## config.mk

```make
export PLATFORM = sky130hd
export DESIGN_NAME = cpu_out_uart_tx_flat
export DESIGN_NICKNAME = d
export VERILOG_FILES = /design/src/rtl/cpu_out_uart_tx_if.sv /design/src/rtl/cpu_out_uart_tx.sv /design/src/flat_wrapper.sv
export SDC_FILE = /design/constraint.sdc
export NUM_CORES = 1
export LEC_CHECK = 0
export BUFFER_PORTS_ARGS = -buffer_cell sky130_fd_sc_hd__clkbuf_2
export CORE_MARGIN = 2
export CORE_UTILIZATION = 60
export DETAILED_ROUTE_END_ITERATION = 8
export PLACE_DENSITY_LB_ADDON = 0.15
export REMOVE_ABC_BUFFERS = 1
export SYNTH_ARGS = -nofsm -noshare
export SYNTH_HDL_FRONTEND = slang
export SYNTH_SLANG_ARGS = --single-unit
```

## constraint.sdc

```tcl
create_clock -name clk -period 8.23 [get_ports clk]
set_input_delay 0.823 -clock clk [delete_from_list [all_inputs] [get_ports clk]]
set_output_delay 0.823 -clock clk [all_outputs]
set_load 0.1 [all_outputs]
```

## src/rtl/cpu_out_uart_tx_if.sv

```systemverilog
// cpu_out_uart_tx_if: bundles the CPU result strobe and the UART/FIFO status
// outputs of cpu_out_uart_tx. The CPU side (or a bench) uses the master view.
interface cpu_out_uart_tx_if #(
    parameter int DATA_W = 32
);
    logic [DATA_W-1:0] out_in;
    logic              out_valid;
    logic              tx;
    logic              busy;
    logic              fifo_full;
    logic              fifo_empty;
    logic [7:0]        drop_cnt;

    modport master (
        output out_in,
        output out_valid,
        input  tx,
        input  busy,
        input  fifo_full,
        input  fifo_empty,
        input  drop_cnt
    );

    modport slave (
        input  out_in,
        input  out_valid,
        output tx,
        output busy,
        output fifo_full,
        output fifo_empty,
        output drop_cnt
    );
endinterface

```

## src/rtl/cpu_out_uart_tx.sv

```systemverilog
// cpu_out_uart_tx: captures each strobed CPU result word into a small FIFO and
// serialises it on an 8N1 line, least-significant byte first. Consecutive
// bytes and queued words go out back to back with no idle gap.
module cpu_out_uart_tx #(
    parameter int DATA_W       = 32,
    parameter int FIFO_DEPTH   = 4,
    parameter int CLKS_PER_BIT = 4
) (
    input  logic             clk,
    input  logic             reset,
    cpu_out_uart_tx_if.slave bus
);
    localparam int BYTES  = DATA_W / 8;
    localparam int PTR_W  = $clog2(FIFO_DEPTH);
    localparam int CNT_W  = (CLKS_PER_BIT > 1) ? $clog2(CLKS_PER_BIT) : 1;
    localparam int BYTE_W = (BYTES > 1) ? $clog2(BYTES) : 1;

    localparam logic [CNT_W-1:0]  BIT_LAST  = CNT_W'(CLKS_PER_BIT - 1);
    localparam logic [BYTE_W-1:0] BYTE_LAST = BYTE_W'(BYTES - 1);
    localparam logic [PTR_W:0]    OCC_FULL  = (PTR_W + 1)'(FIFO_DEPTH);

    localparam logic [1:0] ST_IDLE  = 2'd0;
    localparam logic [1:0] ST_START = 2'd1;
    localparam logic [1:0] ST_DATA  = 2'd2;
    localparam logic [1:0] ST_STOP  = 2'd3;

    // FIFO state
    logic [DATA_W-1:0] mem_r [FIFO_DEPTH];
    logic [PTR_W-1:0]  wr_ptr_r;
    logic [PTR_W-1:0]  rd_ptr_r;
    logic [PTR_W:0]    occ_r;
    logic [PTR_W:0]    occ_nx_s;
    logic              full_r;
    logic              empty_r;
    logic [7:0]        drop_r;

    // Serialiser state
    logic [1:0]        state_r;
    logic [1:0]        state_nx_s;
    logic [DATA_W-1:0] shift_r;
    logic [DATA_W-1:0] shift_nx_s;
    logic [BYTE_W-1:0] byte_idx_r;
    logic [BYTE_W-1:0] byte_idx_nx_s;
    logic [2:0]        bit_idx_r;
    logic [2:0]        bit_idx_nx_s;
    logic [CNT_W-1:0]  bit_cnt_r;
    logic [CNT_W-1:0]  bit_cnt_nx_s;
    logic              tx_r;
    logic              tx_nx_s;
    logic              busy_r;

    // Handshake decisions for this edge
    logic              bit_done_s;
    logic              last_byte_s;
    logic              frame_end_s;
    logic              pop_s;
    logic              push_s;
    logic              drop_s;
    logic [DATA_W-1:0] rd_word_s;

    assign bit_done_s  = (bit_cnt_r == BIT_LAST);
    assign last_byte_s = (byte_idx_r == BYTE_LAST);
    assign frame_end_s = (state_r == ST_STOP) && bit_done_s && last_byte_s;
    // A word leaves the FIFO when the line is idle or the previous word's last stop bit ends.
    assign pop_s       = !empty_r && ((state_r == ST_IDLE) || frame_end_s);
    // A full FIFO still accepts a word when a pop frees a slot on the same edge.
    assign push_s      = bus.out_valid && (!full_r || pop_s);
    assign drop_s      = bus.out_valid && full_r && !pop_s;
    assign rd_word_s   = mem_r[rd_ptr_r];

    // Next occupancy from the push/pop pair of this edge.
    always_comb begin
        occ_nx_s = occ_r;
        case ({push_s, pop_s})
            2'b10:   occ_nx_s = occ_r + (PTR_W + 1)'(1);
            2'b01:   occ_nx_s = occ_r - (PTR_W + 1)'(1);
            default: occ_nx_s = occ_r;
        endcase
    end

    // FIFO storage write port.
    always_ff @(posedge clk or negedge reset) begin
        if (!reset) begin
            for (int i = 0; i < FIFO_DEPTH; i++) begin
                mem_r[i] <= '0;
            end
        end else if (push_s) begin
            mem_r[wr_ptr_r] <= bus.out_in;
        end
    end

    // FIFO pointers, occupancy and the registered full/empty flags.
    always_ff @(posedge clk or negedge reset) begin
        if (!reset) begin
            wr_ptr_r <= '0;
            rd_ptr_r <= '0;
            occ_r    <= '0;
            full_r   <= 1'b0;
            empty_r  <= 1'b1;
        end else begin
            if (push_s) begin
                wr_ptr_r <= wr_ptr_r + PTR_W'(1);
            end
            if (pop_s) begin
                rd_ptr_r <= rd_ptr_r + PTR_W'(1);
            end
            occ_r   <= occ_nx_s;
            full_r  <= (occ_nx_s == OCC_FULL);
            empty_r <= (occ_nx_s == '0);
        end
    end

    // Saturating count of strobes lost to overflow.
    always_ff @(posedge clk or negedge reset) begin
        if (!reset) begin
            drop_r <= 8'd0;
        end else if (drop_s && (drop_r != 8'hFF)) begin
            drop_r <= drop_r + 8'd1;
        end
    end

    // Serialiser next-state: frame sequencing, bit timing and the next line level.
    always_comb begin
        state_nx_s    = state_r;
        shift_nx_s    = shift_r;
        byte_idx_nx_s = byte_idx_r;
        bit_idx_nx_s  = bit_idx_r;
        bit_cnt_nx_s  = bit_cnt_r;
        case (state_r)
            ST_IDLE: begin
                bit_cnt_nx_s = '0;
                if (pop_s) begin
                    state_nx_s    = ST_START;
                    shift_nx_s    = rd_word_s;
                    byte_idx_nx_s = '0;
                    bit_idx_nx_s  = 3'd0;
                end else begin
                    state_nx_s = ST_IDLE;
                end
            end
            ST_START: begin
                if (bit_done_s) begin
                    state_nx_s   = ST_DATA;
                    bit_idx_nx_s = 3'd0;
                    bit_cnt_nx_s = '0;
                end else begin
                    bit_cnt_nx_s = bit_cnt_r + CNT_W'(1);
                end
            end
            ST_DATA: begin
                if (bit_done_s) begin
                    bit_cnt_nx_s = '0;
                    if (bit_idx_r == 3'd7) begin
                        state_nx_s = ST_STOP;
                    end else begin
                        bit_idx_nx_s = bit_idx_r + 3'd1;
                    end
                end else begin
                    bit_cnt_nx_s = bit_cnt_r + CNT_W'(1);
                end
            end
            ST_STOP: begin
                if (bit_done_s) begin
                    bit_cnt_nx_s = '0;
                    bit_idx_nx_s = 3'd0;
                    if (!last_byte_s) begin
                        // Next byte of the same word: bring it into the low byte.
                        state_nx_s    = ST_START;
                        byte_idx_nx_s = byte_idx_r + BYTE_W'(1);
                        shift_nx_s    = shift_r >> 8;
                    end else if (pop_s) begin
                        // Queued word follows immediately with no idle gap.
                        state_nx_s    = ST_START;
                        byte_idx_nx_s = '0;
                        shift_nx_s    = rd_word_s;
                    end else begin
                        state_nx_s = ST_IDLE;
                    end
                end else begin
                    bit_cnt_nx_s = bit_cnt_r + CNT_W'(1);
                end
            end
            default: begin
                state_nx_s    = ST_IDLE;
                byte_idx_nx_s = '0;
                bit_idx_nx_s  = 3'd0;
                bit_cnt_nx_s  = '0;
            end
        endcase

        case (state_nx_s)
            ST_IDLE:  tx_nx_s = 1'b1;
            ST_START: tx_nx_s = 1'b0;
            ST_DATA:  tx_nx_s = shift_nx_s[bit_idx_nx_s];
            ST_STOP:  tx_nx_s = 1'b1;
            default:  tx_nx_s = 1'b1;
        endcase
    end

    // Serialiser state registers.
    always_ff @(posedge clk or negedge reset) begin
        if (!reset) begin
            state_r    <= ST_IDLE;
            shift_r    <= '0;
            byte_idx_r <= '0;
            bit_idx_r  <= 3'd0;
            bit_cnt_r  <= '0;
        end else begin
            state_r    <= state_nx_s;
            shift_r    <= shift_nx_s;
            byte_idx_r <= byte_idx_nx_s;
            bit_idx_r  <= bit_idx_nx_s;
            bit_cnt_r  <= bit_cnt_nx_s;
        end
    end

    // Line and busy are registered so nothing combinational reaches tx.
    always_ff @(posedge clk or negedge reset) begin
        if (!reset) begin
            tx_r   <= 1'b1;
            busy_r <= 1'b0;
        end else begin
            tx_r   <= tx_nx_s;
            busy_r <= (state_nx_s != ST_IDLE);
        end
    end

    assign bus.tx         = tx_r;
    assign bus.busy       = busy_r;
    assign bus.fifo_full  = full_r;
    assign bus.fifo_empty = empty_r;
    assign bus.drop_cnt   = drop_r;
endmodule

```

## src/flat_wrapper.sv

```systemverilog
// flat-port wrapper written by rule: the top's interface ports become plain ports
module cpu_out_uart_tx_flat 
#(
    parameter int DATA_W       = 32,
    parameter int FIFO_DEPTH   = 4,
    parameter int CLKS_PER_BIT = 4
)
  (clk, reset, bus_out_in, bus_out_valid, bus_tx, bus_busy, bus_fifo_full, bus_fifo_empty, bus_drop_cnt);
  cpu_out_uart_tx_if #(.DATA_W(DATA_W)) bus_i ();
  input  logic clk;
  input  logic reset;
  input wire logic [$bits(bus_i.out_in)-1:0] bus_out_in;
  input wire logic [$bits(bus_i.out_valid)-1:0] bus_out_valid;
  output wire logic [$bits(bus_i.tx)-1:0] bus_tx;
  output wire logic [$bits(bus_i.busy)-1:0] bus_busy;
  output wire logic [$bits(bus_i.fifo_full)-1:0] bus_fifo_full;
  output wire logic [$bits(bus_i.fifo_empty)-1:0] bus_fifo_empty;
  output wire logic [$bits(bus_i.drop_cnt)-1:0] bus_drop_cnt;
  assign bus_i.out_in = bus_out_in;
  assign bus_i.out_valid = bus_out_valid;
  assign bus_tx = bus_i.tx;
  assign bus_busy = bus_i.busy;
  assign bus_fifo_full = bus_i.fifo_full;
  assign bus_fifo_empty = bus_i.fifo_empty;
  assign bus_drop_cnt = bus_i.drop_cnt;
  cpu_out_uart_tx #(.DATA_W(DATA_W), .FIFO_DEPTH(FIFO_DEPTH), .CLKS_PER_BIT(CLKS_PER_BIT)) u_core (.clk(clk), .reset(reset), .bus(bus_i));
endmodule
```

==> flow_metrics.py, run 1 <==
metrics = {
    "run_status": {
        "outcome": "complete, no violations",
    },
    "clock_tree": {
        "cts_tree": "built",
        "ctsHoldBuffers": 0,
        "cts_resized": 0,
        "htree_levels": 4,
        "cts_num_sinks": 188,
        "cts_root_buf": "clkbuf_16",
        "post-cts-setup-buffers": 0,
        "clock_path_buffers": 2,
        "cts_buffers": 17,
        "cts.clk_slew.worst_paths_ps": 70,
        "insertion_delay_ps": 430,
    },
    "sta": {
        "min_period_ps": 3430,
        "relSlewSlack": 0.291,
        "setup_viol": 0,
        "rsz0062_at_grt": "no",
        "max_freq_ghz": 0.291,
        "tightest_slew_ps": 1060,
        "period_share": 0.417,
        "setup_tns_ps": 0,
        "finalHoldViolations": 0,
        "drv_slew": 0,
        "clock_skew_ps": 7.67,
    },
    "global_route": {
        "grt_antenna_before_repair": 0,
        "grt_usage": 0.242,
        "grt_pass1_wl_mm": 29.5,
        "grt.overflow.total": 0,
        "grt_max_degree": 69,
        "grt_pass1_vias": 5611,
    },
    "worst_setup_path": {
        "endpoint_kind": "flop",
        "cp_max_fo": 32,
        "crit_required_ps": 8530,
        "worstSetupPathType": "flop to flop",
        "critPathLaunchType": "flop",
        "crit_arrival_ps": 3740,
    },
    "pwr": {
        "cellPowerDensity_mw_per_mm2": 415,
        "p_leak_nw": 4.31,
        "peakVddDrop_v": 0.000188,
    },
    "layout": {
        "fin_nets": 722,
        "syn_to_final_growth_pct": 11.0,
        "drive_above_1_share": 0.211,
        "instances_no_fill": 866,
        "postLayoutCoreUtil": 0.677,
        "antenna_cells": 0,
        "multi_input_area_mm2": 0.00380,
        "finalInstanceArea_mm2": 0.00980,
        "final_common_cell": "dfrtp_1",
        "final_cell_mix": "185 x dfrtp_1, 120 x mux2_1, 45 x clkbuf_2, 32 x mux4_2, 28 x nand2_1",
        "fillers": 1032,
        "area.sequential_mm2": 0.00471,
    },
    "logic_synthesis": {
        "synth-simple-area-share": 0.0452,
        "synth_edf_count": 0,
        "synth_seq_cells": 188,
        "synth-compound-area-share": 0.0757,
        "muxShareOfSynthArea": 0.270,
        "synth_cell_types": 51,
        "yosys_most_used_dff": "dfrtp_1",
        "syn-cell-area_mm2": 0.00883,
        "syn_inst": 632,
        "synth_area_per_cell_um2": 14.0,
        "synthXorXnorAreaFrac": 0.0129,
        "yosysWarnings": 0,
        "async_reset_ff_frac": 1.00,
        "synth_seq_area_share": 0.533,
        "synthAdderAreaFrac": 0.0264,
        "synth_top_family_by_area": "multiplexers",
    },
    "placement": {
        "postPlaceCellArea_mm2": 0.00914,
        "port_buffers": 46,
        "hpwl_mm": 11.4,
        "place_congestion": 0.894,
        "placed_cells": 834,
    },
    "drt": {
        "dr.pass1.iters": 4,
        "drt_wl_total_mm": 17.7,
        "avgViaCountPerCell": 6.04,
        "antenna_left": 0,
        "drt_iter0_markers": 337,
        "routedWlPerCell_um": 20.4,
        "drc": 0,
        "via_count": 5232,
    },
    "floorplanning": {
        "core_area_mm2": 0.0145,
        "dieArea_mm2": 0.0157,
        "rows": 44,
        "start_util": 0.610,
        "die_y_um": 125,
        "die_w_um": 125,
        "ioPinCount": 47,
    },
    "flow_run": {
        "max_cap_viol_count": 0,
    },
    "hold_path": {
        "min-delay-path-class": "primary input to async pin",
    },
}
-- cell type report --
class | instances | area share
flip-flops and latches | 188 | 0.481
clock inverters | 13 | 0.0220
inverters | 27 | 0.0103
multi-input cells | 381 | 0.388
clock buffers | 19 | 0.0452
well taps | 184 | 0.0235
repair buffers | 54 | 0.0303
-- synth_stat cells, types with 3 or more instances --
| library cell | instances | area (um2) |
|---|---|---|
| clkbuf_1 | 7 | 26.3 |
| nor3_1 | 4 | 20.0 |
| nand2_1 | 28 | 105 |
| xor2_1 | 3 | 26.3 |
| ha_1 | 17 | 213 |
| nor2_1 | 10 | 37.5 |
| buf_4 | 19 | 143 |
| mux4_2 | 32 | 721 |
| mux2_2 | 12 | 135 |
| nor2b_1 | 9 | 56.3 |
| nand2_2 | 4 | 25.0 |
| dfrtp_1 | 186 | 4650 |
| nand4_1 | 3 | 18.8 |
| buf_2 | 8 | 40.0 |
| nand3_1 | 11 | 55.1 |
| mux2i_1 | 18 | 180 |
| a31oi_1 | 7 | 43.8 |
| a22o_1 | 24 | 210 |
| a21oi_1 | 7 | 35.0 |
| o21ai_0 | 22 | 110 |
| mux2_1 | 120 | 1350 |
| xnor2_1 | 10 | 87.6 |
| inv_1 | 27 | 101 |
| o221ai_1 | 8 | 70.1 |
-- flip-flops by register name, summed over array words and instances (netlist names) --
register / cells
u_core.bit_cnt_r: 2
u_core.bit_idx_r: 3
u_core.bus.busy: 1
u_core.bus.drop_cnt: 8
u_core.bus.fifo_empty: 1
u_core.bus.fifo_full: 1
u_core.bus.tx: 1
u_core.byte_idx_r: 2
u_core.mem_r: 128
u_core.occ_r: 3
u_core.rd_ptr_r: 2
u_core.shift_r: 32
u_core.state_r: 2
u_core.wr_ptr_r: 2
-- worst paths after layout --
kind	startpoint	to	slack, ps	depth (start not counted)
min reg2reg	u_core.bit_cnt_r[0]$_DFF_PN0_	u_core.bit_cnt_r[0]$_DFF_PN0_	440	1
min in group clk	u_core.bit_cnt_r[0]$_DFF_PN0_	u_core.bit_cnt_r[0]$_DFF_PN0_	440	1
max in group asynchronous	reset	u_core.rd_ptr_r[0]$_DFFE_PN0N_	5830	3
max reg2reg	u_core.state_r[0]$_DFF_PN0_	u_core.mem_r[51]$_DFFE_PN0P_	4800	7
max	u_core.state_r[0]$_DFF_PN0_	u_core.mem_r[51]$_DFFE_PN0P_	4800	7
min	reset	u_core.mem_r[42]$_DFFE_PN0P_	330	1
-- through the flow --
step / power [mW] / hold slack (ps) / setup slack, ps
finish: 4.07 / 327 / 4800
global route: 4.32 / 360 / 4550
CTS: 4.11 / 348 / 4780
detailed placement: 3.20 / 436 / 4800
global placement: 3.11 / 419 / 4960
floorplan: 2.75 / 408 / 5020
-- worst max-delay path: stages (launching register included) --
cell	delay [ps]
dfrtp_1	400
ha_1	400
a31o_1	410
nand2b_1	300
nand2_1	140
and2_1	350
nand2_2	680
mux2_1	590
-- logic make-up (layout without fill, tap and decap cells) --
| group | after synthesis | after routing |
|---|---|---|
| compound gates | 88 | 88 |
| xor+xnor | 13 | 13 |
| fa+ha+maj | 18 | 18 |
| buf+inv | 63 | 113 |
| flops | 188 | 188 |
| mux | 182 | 182 |
| simple gates | 80 | 80 |
-- power breakdown --
part | internal (mW) | total [mW] | switching (mW) | leakage (nW)
clock network | 0.550 | 0.899 | 0.350 | 0.306
registers | 1.35 | 1.62 | 0.267 | 2.30
logic | 0.765 | 1.56 | 0.791 | 1.71
total | 2.66 | 4.07 | 1.41 | 4.31
-- layer usage --
| metal | track usage | wire (um) | vias to the layer above |
|---|---|---|---|
| li1 | - | - | 2386 |
| met1 | 0.325 | 7800 | 2711 |
| met2 | 0.398 | 8840 | 105 |
| met3 | 0.0415 | 597 | 30 |
| met4 | 0.0954 | 438 | 0 |
| met5 | 0 | 0 | - |
Note: power is estimated with default switching activity, not from simulation.
==> run 2, diff against run 1 <==
--- a/config.mk
+++ b/config.mk
@@ -7,7 +7,7 @@
 export LEC_CHECK = 0
 export BUFFER_PORTS_ARGS = -buffer_cell sky130_fd_sc_hd__clkbuf_2
 export CORE_MARGIN = 2
-export CORE_UTILIZATION = 60
+export CORE_UTILIZATION = 55
 export DETAILED_ROUTE_END_ITERATION = 8
 export PLACE_DENSITY_LB_ADDON = 0.15
 export REMOVE_ABC_BUFFERS = 1
==> constraint.sdc (replaced) <==
create_clock -name clk -period 2.82 [get_ports clk]
set_input_delay 0.282 -clock clk [delete_from_list [all_inputs] [get_ports clk]]
set_output_delay 0.282 -clock clk [all_outputs]
set_load 0.1 [all_outputs]
==> run 2 against run 1 <==
  * Combinational power grew to 3.1 times the previous value
  * Clock skew fell by 0.57 ps
  * Power increased to 2.9 times the previous value
  * Die area grew 8.8%
  * Critical endpoint is now u_core.bus.fifo_full$_DFF_PN0_
==> flow_metrics.py, run 2 (synthesized netlist as in run 1, its figures left out) <==
metrics = {
    "run_status": {
        "outcome": "complete, no violations",
    },
    "drt": {
        "drc": 0,
        "dr.pass1.iters": 4,
        "drt_iter0_markers": 282,
        "via_count": 5354,
        "avgViaCountPerCell": 5.79,
        "antenna_left": 0,
        "routedWlPerCell_um": 19.5,
        "drt_wl_total_mm": 18.0,
    },
    "worst_setup_path": {
        "worst_path_largest_cell_delay_ps": 550,
        "crit_chain": "inv_2, ha_2, a31o_1, nand2b_1, nand2_1, and2_1, inv_1, ha_2, inv_1, fa_2, o21ai_0, or2_4, nor2b_2",
        "critPathLaunchType": "flop",
        "crit_required_ps": 3180,
        "r2r.worst_path.cells": 13,
        "worstSetupPathType": "flop to flop",
        "endpoint_kind": "flop",
        "cp_slowest_cell": "fa_2",
        "cp_max_fo": 4,
        "crit_arrival_ps": 3050,
    },
    "pwr": {
        "netSwitchingFraction": 0.354,
        "power_frac_clock": 0.200,
        "peakVddDrop_v": 0.000642,
        "p_leak_nw": 4.45,
        "power.total_mw": 11.9,
        "comb_power_share": 0.411,
        "cellPowerDensity_mw_per_mm2": 1190,
        "seq_power_share": 0.389,
        "switching_power_mw": 4.23,
        "p_int_mw": 7.72,
    },
    "floorplanning": {
        "start_util": 0.560,
        "dieArea_mm2": 0.0171,
        "core_area_mm2": 0.0158,
        "ioPinCount": 47,
        "die_y_um": 131,
        "die_w_um": 131,
        "rows": 46,
    },
    "global_route": {
        "grt_pass1_wl_mm": 29.5,
        "grt_usage": 0.228,
        "grt_pass1_vias": 5627,
        "grt.overflow.total": 0,
        "grt_max_degree": 92,
        "grt_antenna_before_repair": 0,
    },
    "sta": {
        "max_freq_ghz": 0.372,
        "drv_slew": 0,
        "tightest_slew_ps": 869,
        "worst_slack_ps": 132,
        "relSlewSlack": 0.421,
        "setup_viol": 0,
        "clock_skew_ps": 7.09,
        "min_period_ps": 2690,
        "period_share": 0.953,
        "finalHoldViolations": 0,
    },
    "placement": {
        "port_buffers": 46,
        "place_ws_ps": 25.4,
        "place_congestion": 0.848,
        "hpwl_mm": 12.1,
    },
    "layout": {
        "final_cell_mix": "185 x dfrtp_1, 120 x mux2_1, 45 x clkbuf_2, 32 x mux4_2",
        "drive_above_1_share": 0.248,
        "largest-register": "u_core.mem_r",
        "largest_reg_flops": 128,
        "final_common_cell": "dfrtp_1",
        "antenna_cells": 0,
        "fillers": 1230,
        "syn_to_final_growth_pct": 13.9,
        "fin_nets": 749,
    },
    "clock_tree": {
        "cts.clk_slew.worst_paths_ps": 70,
        "cts_buffers": 17,
        "cts_root_buf": "clkbuf_16",
        "insertion_delay_ps": 430,
        "clock_path_buffers": 2,
        "cts_tree": "built",
        "htree_levels": 4,
        "cts_num_sinks": 188,
    },
    "flow_run": {
        "max_cap_viol_count": 0,
    },
    "hold_path": {
        "hold_depth": 2,
        "min-delay-path-class": "primary input to flop",
    },
}
==> run 2: final timing paths <==
check | startpoint | end | slack (ps)
setup / recovery | u_core.state_r[0]$_DFF_PN0_ | u_core.bus.fifo_full$_DFF_PN0_ | 130
hold / removal | bus_out_in[21] | u_core.mem_r[85]$_DFFE_PN0P_ | 100
setup reg to reg | u_core.state_r[0]$_DFF_PN0_ | u_core.bus.fifo_full$_DFF_PN0_ | 130
hold reg to reg | u_core.bit_cnt_r[0]$_DFF_PN0_ | u_core.bit_cnt_r[0]$_DFF_PN0_ | 440
max in group asynchronous | reset | u_core.mem_r[112]$_DFFE_PN0P_ | 1510
min in group asynchronous | reset | u_core.mem_r[105]$_DFFE_PN0P_ | 490
==> run 2: final cells by class <==
cell class	count	area [um2]	share of cell area
clock buffer	17	425	0.0423
inverter	27	101	0.0101
clock inverter	15	161	0.0160
sequential	188	4710	0.468
timing repair buffer	81	577	0.0574
multi-input combinational	381	3810	0.379
tap	216	270	0.0269
==> run 2: layer usage <==
metal	track usage	routed length, um
met1	0.316	8220
met2	0.368	8870
met3	0.0456	558
met4	0.0757	368
met5	0	0
==> run 2: power by group through the flow <==
stage	registers (mW)	clock network [mW]	logic, mW
after floorplan	4.87	0	3.15
after global placement	4.59	0	4.68
after detailed placement	4.69	0	4.86
after CTS	4.65	2.43	4.92
after global routing	4.80	2.54	5.34
final	4.65	2.38	4.91
==> run 2: what timing repair did <==
action / CTS / global route
hold endpoints to repair: 87 / 0
buffers inserted: 1 / 3
gates resized for setup: 0 / 7
pin swaps: 1 / 2
endpoints found under the setup margin: 1 / 3
hold buffers: 1 / 0
==> run 2: critical path: cells and delay by family, from the launching register on <==
family / cells / cell delay, ps
AOI/OAI and AO/OA: 2 / 340
adders and majority gates: 3 / 910
buffers and inverters: 3 / 190
DFF: 1 / 420
and+or+nand+nor: 5 / 770
==> run 2: stage by stage <==
step / cells / setup TNS, ps / instance area (um2) / hold WS [ps] / utilization
after floorplan: 596 / -9330 / 8610 / -13.6 / -
after global placement: 888 / 0 / 9420 / 401 / 0.597
after detailed placement: 888 / 0 / 9420 / 417 / 0.597
after CTS: 922 / 0 / 10000 / 86.2 / 0.636
after global routing: 925 / -24.0 / 10100 / 95.2 / 0.638
final: 925 / 0 / 10100 / 98.6 / 0.638
